==> src/rtl/ql_kbd_pkg.sv <==
// ----------------------------------------------------------------------------
// ql_kbd_pkg
// Shared definitions for the QL keyboard scanner:
//   - scanner FSM state encoding (IDLE / SNAP / ROW)
//   - event byte field positions: {pressed, 0, row[2:0], col[2:0]}
//   - matrix geometry (8 rows x 8 columns)
//   - priority_col(): index of the lowest set bit of a row byte
// ----------------------------------------------------------------------------
package ql_kbd_pkg;

    localparam logic [1:0] ST_IDLE = 2'd0;
    localparam logic [1:0] ST_SNAP = 2'd1;
    localparam logic [1:0] ST_ROW  = 2'd2;

    localparam int ROWS = 8;
    localparam int COLS = 8;

    localparam int EV_PRESSED = 7;
    localparam int EV_ROW_HI  = 5;
    localparam int EV_ROW_LO  = 3;
    localparam int EV_COL_HI  = 2;
    localparam int EV_COL_LO  = 0;

    // Lowest set bit wins; scanning downwards lets the last hit be the lowest.
    // Returns 0 for an all-zero byte (callers only use it when diff != 0).
    function automatic logic [2:0] priority_col(input logic [7:0] b);
        logic [2:0] idx;
        idx = '0;
        for (int i = COLS - 1; i >= 0; i--) begin
            if (b[i]) idx = 3'(i);
        end
        return idx;
    endfunction

endpackage

==> src/rtl/kbd_event_fifo.sv <==
// ----------------------------------------------------------------------------
// kbd_event_fifo
// Small synchronous FIFO holding keyboard make/break events.
// Ports:
//   clk, reset  : clock, synchronous active-high reset (empties the FIFO)
//   push_i      : write data_i (ignored while full_o)
//   data_i      : event byte to write
//   pop_i       : drop the head entry (ignored while empty_o)
//   full_o      : count == DEPTH
//   empty_o     : count == 0
//   head_o      : oldest entry, forced to 0 while empty
// ----------------------------------------------------------------------------
module kbd_event_fifo #(
    parameter int DEPTH = 8,
    parameter int AW    = 3,
    parameter int W     = 8
) (
    input  logic         clk,
    input  logic         reset,
    input  logic         push_i,
    input  logic [W-1:0] data_i,
    input  logic         pop_i,
    output logic         full_o,
    output logic         empty_o,
    output logic [W-1:0] head_o
);

    logic [W-1:0]  mem_q [DEPTH];
    logic [AW-1:0] wr_q;
    logic [AW-1:0] rd_q;
    logic [AW:0]   cnt_q;
    logic          do_push;
    logic          do_pop;

    // Flags come straight from the registered count, so a pop in the same
    // cycle never frees a slot for a push.
    assign full_o  = (cnt_q == (AW+1)'(DEPTH));
    assign empty_o = (cnt_q == '0);
    assign do_push = push_i & ~full_o;
    assign do_pop  = pop_i & ~empty_o;

    // Storage carries no reset so it can map onto distributed RAM.
    always_ff @(posedge clk) begin
        if (do_push) mem_q[wr_q] <= data_i;
    end

    always_ff @(posedge clk) begin
        if (reset) begin
            wr_q  <= '0;
            rd_q  <= '0;
            cnt_q <= '0;
        end else begin
            if (do_push) wr_q <= wr_q + 1'b1;
            if (do_pop)  rd_q <= rd_q + 1'b1;
            cnt_q <= cnt_q + {{AW{1'b0}}, do_push} - {{AW{1'b0}}, do_pop};
        end
    end

    // Gate the head so stale RAM contents never show up on an empty FIFO.
    assign head_o = empty_o ? '0 : mem_q[rd_q];

endmodule

==> src/rtl/ql_kbd_scanner.sv <==
// ----------------------------------------------------------------------------
// ql_kbd_scanner
// Walks the 64-bit QL key matrix row by row on each scan tick and queues one
// make/break event per changed key for the IPC emulation.
// Ports:
//   clk, reset : 11 MHz clock, synchronous active-high reset
//   matrix     : key matrix, bit 8*row+col set = key down
//   scan_tick  : one-cycle pulse starting a pass (ignored while busy)
//   ev_valid   : event FIFO holds an entry
//   ev_data    : FIFO head {pressed, 0, row[2:0], col[2:0]}
//   ev_ready   : consumer pops the head when ev_valid & ev_ready
//   busy       : scan pass in progress
//   any_key    : registered OR of the stored key state
//   overflow   : sticky, an event was held back by a full FIFO
//   ovf_clr    : clears overflow (a same-cycle set wins)
// ----------------------------------------------------------------------------
module ql_kbd_scanner
    import ql_kbd_pkg::*;
#(
    parameter int DEPTH = 8,
    parameter int AW    = 3
) (
    input  logic        clk,
    input  logic        reset,
    input  logic [63:0] matrix,
    input  logic        scan_tick,
    output logic        ev_valid,
    output logic [7:0]  ev_data,
    input  logic        ev_ready,
    output logic        busy,
    output logic        any_key,
    output logic        overflow,
    input  logic        ovf_clr
);

    logic [1:0]  state_q, state_d;
    logic [2:0]  row_q, row_d;
    logic [63:0] snap_q;
    logic [63:0] stored_q, stored_d;
    logic        busy_q, busy_d;
    logic        any_key_q;
    logic        overflow_q, overflow_d;

    logic [7:0]  snap_row   [ROWS];
    logic [7:0]  stored_row [ROWS];
    logic [7:0]  diff;
    logic [2:0]  col;
    logic        key_bit;
    logic        ovf_set;
    logic        push;
    logic [7:0]  ev_word;
    logic        fifo_full;
    logic        fifo_empty;

    for (genvar gi = 0; gi < ROWS; gi++) begin : g_rows
        assign snap_row[gi]   = snap_q[gi*COLS +: COLS];
        assign stored_row[gi] = stored_q[gi*COLS +: COLS];
    end

    assign diff    = snap_row[row_q] ^ stored_row[row_q];
    assign col     = priority_col(diff);
    assign key_bit = snap_row[row_q][col];

    always_comb begin
        ev_word                        = '0;
        ev_word[EV_PRESSED]            = key_bit;
        ev_word[EV_ROW_HI:EV_ROW_LO]   = row_q;
        ev_word[EV_COL_HI:EV_COL_LO]   = col;
    end

    always_comb begin
        state_d  = state_q;
        row_d    = row_q;
        stored_d = stored_q;
        busy_d   = busy_q;
        ovf_set  = 1'b0;
        push     = 1'b0;
        case (state_q)
            ST_IDLE: begin
                if (scan_tick) begin
                    state_d = ST_SNAP;
                    busy_d  = 1'b1;
                end
            end
            ST_SNAP: begin
                row_d   = '0;
                busy_d  = 1'b1;
                state_d = ST_ROW;
            end
            ST_ROW: begin
                if (diff == '0) begin
                    if (row_q == 3'd7) begin
                        state_d = ST_IDLE;
                        busy_d  = 1'b0;
                    end else begin
                        row_d = row_q + 3'd1;
                    end
                end else if (!fifo_full) begin
                    // Stay on this row: the next cycle sees the next-lowest change.
                    push                     = 1'b1;
                    stored_d[{row_q, col}]   = key_bit;
                end else begin
                    // Remaining changes stay unrecorded and reappear next pass.
                    ovf_set = 1'b1;
                    state_d = ST_IDLE;
                    busy_d  = 1'b0;
                end
            end
            default: begin
                state_d = ST_IDLE;
                busy_d  = 1'b0;
            end
        endcase
    end

    assign overflow_d = ovf_set ? 1'b1 : (ovf_clr ? 1'b0 : overflow_q);

    always_ff @(posedge clk) begin
        if (reset) begin
            state_q    <= ST_IDLE;
            row_q      <= '0;
            snap_q     <= '0;
            stored_q   <= '0;
            busy_q     <= 1'b0;
            any_key_q  <= 1'b0;
            overflow_q <= 1'b0;
        end else begin
            state_q    <= state_d;
            row_q      <= row_d;
            stored_q   <= stored_d;
            busy_q     <= busy_d;
            any_key_q  <= |stored_q;
            overflow_q <= overflow_d;
            if (state_q == ST_SNAP) snap_q <= matrix;
        end
    end

    kbd_event_fifo #(
        .DEPTH (DEPTH),
        .AW    (AW),
        .W     (8)
    ) u_fifo (
        .clk     (clk),
        .reset   (reset),
        .push_i  (push),
        .data_i  (ev_word),
        .pop_i   (ev_ready),
        .full_o  (fifo_full),
        .empty_o (fifo_empty),
        .head_o  (ev_data)
    );

    assign ev_valid = ~fifo_empty;
    assign busy     = busy_q;
    assign any_key  = any_key_q;
    assign overflow = overflow_q;

endmodule
==> config.mk <==
export PLATFORM = sky130hd
export DESIGN_NAME = ql_kbd_scanner
export DESIGN_NICKNAME = d
export VERILOG_FILES = /design/src/rtl/ql_kbd_pkg.sv /design/src/rtl/kbd_event_fifo.sv /design/src/rtl/ql_kbd_scanner.sv
export SDC_FILE = /design/constraint.sdc
export NUM_CORES = 1
export LEC_CHECK = 0
export CAP_MARGIN = 20
export CORE_MARGIN = 4
export CORE_UTILIZATION = 45
export DETAILED_ROUTE_END_ITERATION = 6
export PLACE_DENSITY = 0.74
export REMOVE_ABC_BUFFERS = 1
export SLEW_MARGIN = 20
export SYNTH_ARGS = -nofsm -noshare
export SYNTH_HDL_FRONTEND = slang
export SYNTH_SLANG_ARGS = --single-unit
==> constraint.sdc <==
create_clock -name clk -period 4.4 [get_ports clk]
set_clock_uncertainty 0.2 [all_clocks]
set_input_delay 1.1 -clock clk [delete_from_list [all_inputs] [get_ports clk]]
set_output_delay 1.1 -clock clk [all_outputs]
set_load 0.03 [all_outputs]
**After elaboration in Yosys (flattened, before gate mapping)**

Memories as Yosys holds them, arrays and structs flattened. A register that Yosys moved wholly into a read port is not among the register bits.
Index checks and enable logic that the tools add are counted.

- Register bits: 146
- RAM bits: 56
- Output and inout port bits: 12
- Word-level logic and storage cells: 91
- Memories: 1

- $add $sub $neg: 5
- Magnitude comparators: 4
- Eq/ne operators: 9
- Mux-type cells: 45
- Bitwise logic cells: 7
- Reduce and logical (&&, ||, !) cells: 10

Memories:

| memory | depth | bits a word | read ports | clocked after Yosys merged registers in | write ports | line | text |
|---|---|---|---|---|---|---|---|
| u_fifo.mem_q | 8 | 7 | 1 | 1 | 1 | kbd_event_fifo.sv:28 | `logic [W-1:0] mem_q [DEPTH];` |

Operator list:

| kind | number |
|---|---|
| bitwise mux 64 bit | 1 |
| OR reduction 64 bit | 1 |
| binary-select mux 8 bit (select 3 bit) | 2 |
| 2-to-1 mux 8 bit | 5 |
| 2-to-1 mux 3 bit | 12 |
| 2-to-1 mux 1 bit | 16 |
| adder 3 x 1 -> 3 bit (second input constant) | 3 |
| AND reduction 3 bit | 3 |
| logical NOT 8 bit | 1 |
| 2-to-1 mux 2 bit | 4 |
| bitwise XOR 8 bit | 1 |
| < comparator 6 x 7 -> 1 bit (second input constant) | 1 |
| demux 1 bit (select 6 bit) | 1 |
| >= comparator 6 x 1 -> 1 bit (second input constant) | 1 |
| inequality test 2 bit (second input constant) | 3 |
| inequality test 3 bit (second input constant) | 2 |
| case mux 2 bit (3 select lines) | 1 |
| case mux 3 bit (2 select lines) | 1 |
| adder 4 x 1 -> 4 bit | 1 |
| == test 4 bit (second input constant) | 1 |
| >= comparator 4 bit (second input constant) | 1 |
| logical NOT 4 bit | 1 |
| < comparator 3 x 4 -> 1 bit (second input constant) | 1 |
| NOT 3 -> 4 bit | 1 |
| 11 further kinds | 15 |

**Longest topological paths before layout**

- Depth after elaboration: 18
- Mapped depth: 16
- Mapped depth without buffers: 13

**Modules after synthesis**

From an unflattened synthesis, not the netlist that was laid out.

- Cell total of the unflattened synthesis: 1,056
- Area, all modules: 10,502.6 um2

By module, submodules not included:

| module | instances | cells each | area an instance (um2) |
|---|---|---|---|
| ql_kbd_scanner | 1 | 843 | 7,318.3 |
| kbd_event_fifo | 1 | 213 | 3,184.3 |

**Worst setup path after synthesis**

Ideal clock, no wire load.

- Path type: register -> register
- From: reg row_q[1]
- To: mem u_fifo.mem_q[2][0] (netlist bit), enable pin
- Library setup time: 0.393 ns
- Arrival time: 3.195 ns
- Required time: 3.807 ns
- Slack: 0.612 ns
- Stages on the path, launching flop included: 11
- Buffers on the path: 2
- Cells stage by stage: dfxtp_1 > buf_2 > buf_4 > mux2_2 > a221o_1 > a21oi_2 > xor2_4 > o2111a_2 > nand2_2 > nand3_2 > nor4b_1

- Longest elaborated chain between the ends: 11

RTL lines:

| what | line | text |
|---|---|---|
| from (decl) | ql_kbd_scanner.sv:37 | `logic [2:0] row_q, row_d;` |
| from (signal assigned) | ql_kbd_scanner.sv:129 | `row_q <= row_d;` |
| NOT 3 -> 4 bit (not written as such) (*) | ql_kbd_scanner.sv:60 | `assign diff = snap_row[row_q] ^ stored_row[row_q];` |
| binary-select mux 8 bit (select 3 bit) | ql_kbd_scanner.sv:60 |  |
| 2-to-1 mux 8 bit (not written as such) (2 in series) | ql_kbd_scanner.sv:60 |  |
| bitwise XOR 8 bit (*) | ql_kbd_scanner.sv:60 |  |
| logical NOT 8 bit (*) | ql_kbd_scanner.sv:91 | `if (diff == '0) begin` |
| 2-to-1 mux 1 bit (*) | ql_kbd_scanner.sv:91 |  |
| 2-to-1 mux 1 bit (*) | ql_kbd_scanner.sv:78 | `case (state_q)` |
| bitwise AND 1 bit (*) | kbd_event_fifo.sv:39 | `assign do_push = push_i & ~full_o;` |
| 2-to-1 mux 1 bit (*) | kbd_event_fifo.sv:44 | `if (do_push) mem_q[wr_q] <= data_i;` |
| 2-to-1 mux 1 bit (not written as such) (*) | kbd_event_fifo.sv:44 |  |
| to (decl) | kbd_event_fifo.sv:28 |  |

Every way passes the cells marked *; elsewhere a longest branch is shown, timed or not. The select of a mux whose other input is x is not followed.

**Worst setup path in the final report**

- From: reg row_q[0]
- To: reg stored_q[35]

- Longest elaborated chain between the ends: 18

RTL lines:

| what | line | text |
|---|---|---|
| NOT 3 -> 4 bit (not written as such) | ql_kbd_scanner.sv:60, ql_kbd_scanner.sv:62 |  |
| binary-select mux 8 bit (select 3 bit) (on tied branches) | ql_kbd_scanner.sv:60, ql_kbd_scanner.sv:62 |  |
| 2-to-1 mux 8 bit (on tied branches) (2 in series) | ql_kbd_scanner.sv:60, ql_kbd_scanner.sv:62 |  |
| bitwise XOR 8 bit | ql_kbd_scanner.sv:60 |  |
| 2-to-1 mux 3 bit (8 in series) | ql_kbd_pkg.sv:30 | `if (b[i]) idx = 3'(i);` |
| < comparator 6 x 7 -> 1 bit (not written as such) / >= comparator 6 x 1 -> 1 bit (equally long branches) | ql_kbd_scanner.sv:101 | `stored_d[{row_q, col}] = key_bit;` |
| logical AND 1 bit (not written as such) | ql_kbd_scanner.sv:101 |  |
| 2-to-1 mux 1 bit (not written as such) | ql_kbd_scanner.sv:101 |  |
| demux 1 bit (select 6 bit) | ql_kbd_scanner.sv:101 |  |
| bitwise mux 64 bit | ql_kbd_scanner.sv:101 |  |
| to (signal assigned) | ql_kbd_scanner.sv:130 | `stored_q <= stored_d;` |
| to (decl) | ql_kbd_scanner.sv:39 | `logic [63:0] stored_q, stored_d;` |

Several ways; a longest one is shown, not always the timed one. The select of a mux whose other input is x is not followed.
A chain may end at the register's enable or synchronous reset.

==> impl_metrics.yaml <==
worst_setup_path:
  worstPathArrival_ns: 4.13
  path_class: "register to register"
  crit_chain: "buf_4, mux4_2, mux2i_1, xnor2_1, and4_1, buf_4, a311oi_2, nor2_1, nor2b_1, a211oi_1"
  endpoint_kind: "register"
  cp_num_buf_inv: 2
  cp_slowest_stage_delay_ns: 0.64
  critical_path_depth: 10
  cpMostUsedCell: "buf_4"
  startpoint_type: "register"
  cp.required_ns: 4.56
  rr_worst_depth: 10
  path_max_fanout: 18
  critPathSlowestCell: "dfxtp_2"
  cpLargestDelayFamily: "simple AND/OR/NAND/NOR gates"
yosys:
  yosys.cell_types.count: 83
  synth_ff_type: "dfxtp_1"
  yosys_warnings: 0
  synth_area_leader_cell: "dfxtp_1"
  avgSynthCellArea_um2: 9.64
  synthTopCellsByArea: "dfxtp_1 30%, edfxtp_1 17%, nand2_1 7.5%, mux4_2 7.5%, a21oi_1 7.0%"
  ys_seq_area_share_pct: 46.8
  post-synth-top-count-cell: "nand2_1"
  ys_ff_latch: 205
  synth_top_area_share_pct: 29.9
  synth-edff-count: 56
  syn_area_um2: 9960
  synthArstFlopShare_pct: 0
  synth_cells: 1034
  yosys-top-cells-count: "199 x nand2_1, 149 x dfxtp_1, 139 x a21oi_1, 70 x nor2_1, 56 x edfxtp_1"
timing:
  hold_viol_final: 0
  fin_tns_setup_ns: 0
  fin_crit_ns: 3.97
  fin_crit_sh_pct: 90.2
  finalMaxSlewViolations: 0
  slew_headroom_pct: 36.4
  worstMarginPinSlew_ns: 0.946
  rsz0062_at_grt: "false"
  max_freq_ghz: 0.252
  setup_viol: 0
route:
  drtIter0Drc: 641
  drc: 0
  drt-wirelength-per-cell_um: 18.9
  highest_layer: "met4"
  wl_met2_mm: 13.1
  dr_wl_met3_mm: 1.73
  met1Wirelength_mm: 11.2
  dr.pass1.iters: 4
  wl_mm: 26.6
  postRouteAntennaNets: 0
  via_count: 8081
  vias_per_cell: 5.73
global_route:
  grt_usage_pct: 21.6
  antenna_found_initial: 0
  grt_max_degree: 68
  grt_pass1_vias: 7889
  grt_pass1_wl_mm: 42.6
  grt_overflow: 0
placement:
  place_congestion: 0.942
  post-dp-hpwl_mm: 19.0
  port_buffers: 79
  place_inst: 1372
  placed_cell_area_um2: 11100
floorplanning:
  core_um2: 21800
  die_x_um: 157
  initial_utilization_pct: 45.7
  die_area_um2: 24600
  placementRows: 54
  ioPinCount: 81
  die_y_um: 157
power_and_ir_drop:
  pwr-share-clk_pct: 35.7
  switching_share_pct: 28.9
  max-vdd-ir-drop_mv: 0.315
  p_per_area_nw_per_um2: 419
  p_sw_mw: 1.43
  comb_power_share_pct: 22.1
  total_power_mw: 4.95
  power.leakage_nw: 4.08
  power_frac_seq_pct: 42.2
  p_int_mw: 3.52
clocking:
  clk_path_buf_depth: 3
  cts_tree: "done"
  cts_num_sinks: 205
  numCtsBuffers: 21
  cts_root_buffer: "clkbuf_16"
  cts_resized: 0
  cts_hold_buf: 0
  postCtsSetupBuffers: 0
  htree_levels: 1
  path_clk_slew_ns: 0.07
  insertion_delay_ns: 0.51
layout:
  design_area_um2: 11800
  nFillCells: 1945
  syn_to_final_growth_pct: 18.7
  final_layout_size_suffix_gt1_share_pct: 14.2
  finalNetCount: 1195
  diodes: 0
  final_cells: 1410
min_path:
  hold_depth: 2
  hold_class: "register to register"
flow_run:
  cap_violations: 0
outcome:
  status: "finished, final reports clean"
[worst register-to-register path: stages, from the launching register on]
cell and delay [ns]:
dfxtp_2 0.64, buf_4 0.28, mux4_2 0.52, mux2i_1 0.28, xnor2_1 0.21, and4_1 0.27, buf_4 0.21, a311oi_2 0.53
nor2_1 0.13, nor2b_1 0.42, a211oi_1 0.14
[cell type report]
| type | count | area [µm²] | share of cell area, % |
|---|---|---|---|
| sequential | 205 | 4670 | 39.5 |
| clock buffer | 25 | 561 | 4.74 |
| tap | 280 | 350 | 2.96 |
| inverter | 16 | 60.1 | 0.508 |
| clock inverter | 13 | 123 | 1.04 |
| multi-input combinational | 741 | 4860 | 41.1 |
| timing repair buffer | 130 | 1200 | 10.1 |
[state kept, by name (all words and copies together), names as in the netlist, named ones only]
| register | cells |
|---|---|
| snap_q | 64 |
| stored_q | 64 |
| u_fifo.mem_q | 56 |
| u_fifo.cnt_q | 4 |
| row_q | 3 |
| u_fifo.rd_q | 3 |
| u_fifo.wr_q | 3 |
| state_q | 2 |
| any_key | 1 |
| busy | 1 |
| overflow | 1 |
[metal layers]
| metal | vias up | global-route usage, % |
|---|---|---|
| li1 | 3895 | - |
| met1 | 3870 | 29.0 |
| met2 | 268 | 36.8 |
| met3 | 48 | 3.15 |
| met4 | 0 | 5.79 |
| met5 | - | 0 |
[through the flow]
step	hold WS [ns]	util [%]	worst slack, ns
3_5_place_dp	0.246	51.0	0.441
5_1_grt	0.274	54.2	0.166
4_1_cts	0.255	54.2	0.422
3_3_place_gp	0.243	51.0	0.547
6_report	0.253	54.2	0.431
2_1_floorplan	0.225	-	-0.640
[path summary, 6_finish.rpt]
check,start,slack [ns],endpoint
hold reg to reg,snap_q[37]$_SDFFE_PP0P_,0.25,snap_q[37]$_SDFFE_PP0P_
setup / recovery,row_q[0]$_SDFFE_PP0P_,0.43,stored_q[35]$_SDFFE_PP0P_
setup reg to reg,row_q[0]$_SDFFE_PP0P_,0.43,stored_q[35]$_SDFFE_PP0P_
hold / removal,snap_q[37]$_SDFFE_PP0P_,0.25,snap_q[37]$_SDFFE_PP0P_
[logic make-up after synthesis]
group	synth area share (%)
XOR/XNOR	2.27
AO/OA/AOI/OAI	16.3
buffers and inverters	4.46
other	0.0376
AND/OR/NAND/NOR	18.1
flip-flops	46.8
adder cells (fa/ha/maj)	1.46
multiplexers	10.6
[cell usage in the layout (no fill, tap or decap), types with 4 or more instances in the layout]
cell type and instances:
nand2_1 199, mux2_2 5, buf_4 50, edfxtp_1 56, a21oi_2 4, clkinv_2 4
clkbuf_16 21, clkinv_1 4, mux2i_1 19, a221oi_1 4, xnor2_1 10, o21ai_0 22
nand4_1 9, a311oi_1 6, a31oi_1 9, ha_1 10, and2_1 4, nor4_1 18
dfxtp_1 146, a211oi_1 12, o21a_1 6, nand3_1 24, a21oi_1 139, nor2_1 70
xor2_1 9, clkdlybuf4s50_1 78, o31a_1 15, nor2b_1 23, mux4_2 33, nor3_1 17
inv_1 12
[power groups by stage]
stage          sequential [mW]  combinational (mW)  clock, mW
6_report                  2.09                1.09       1.77
5_1_grt                   2.10                1.19       1.88
4_1_cts                   2.09                1.10       1.79
3_5_place_dp              2.13                1.09          0
3_3_place_gp              2.13                1.07          0
2_1_floorplan             2.15               0.669          0
No activity file was read; power rests on OpenSTA's default activity.
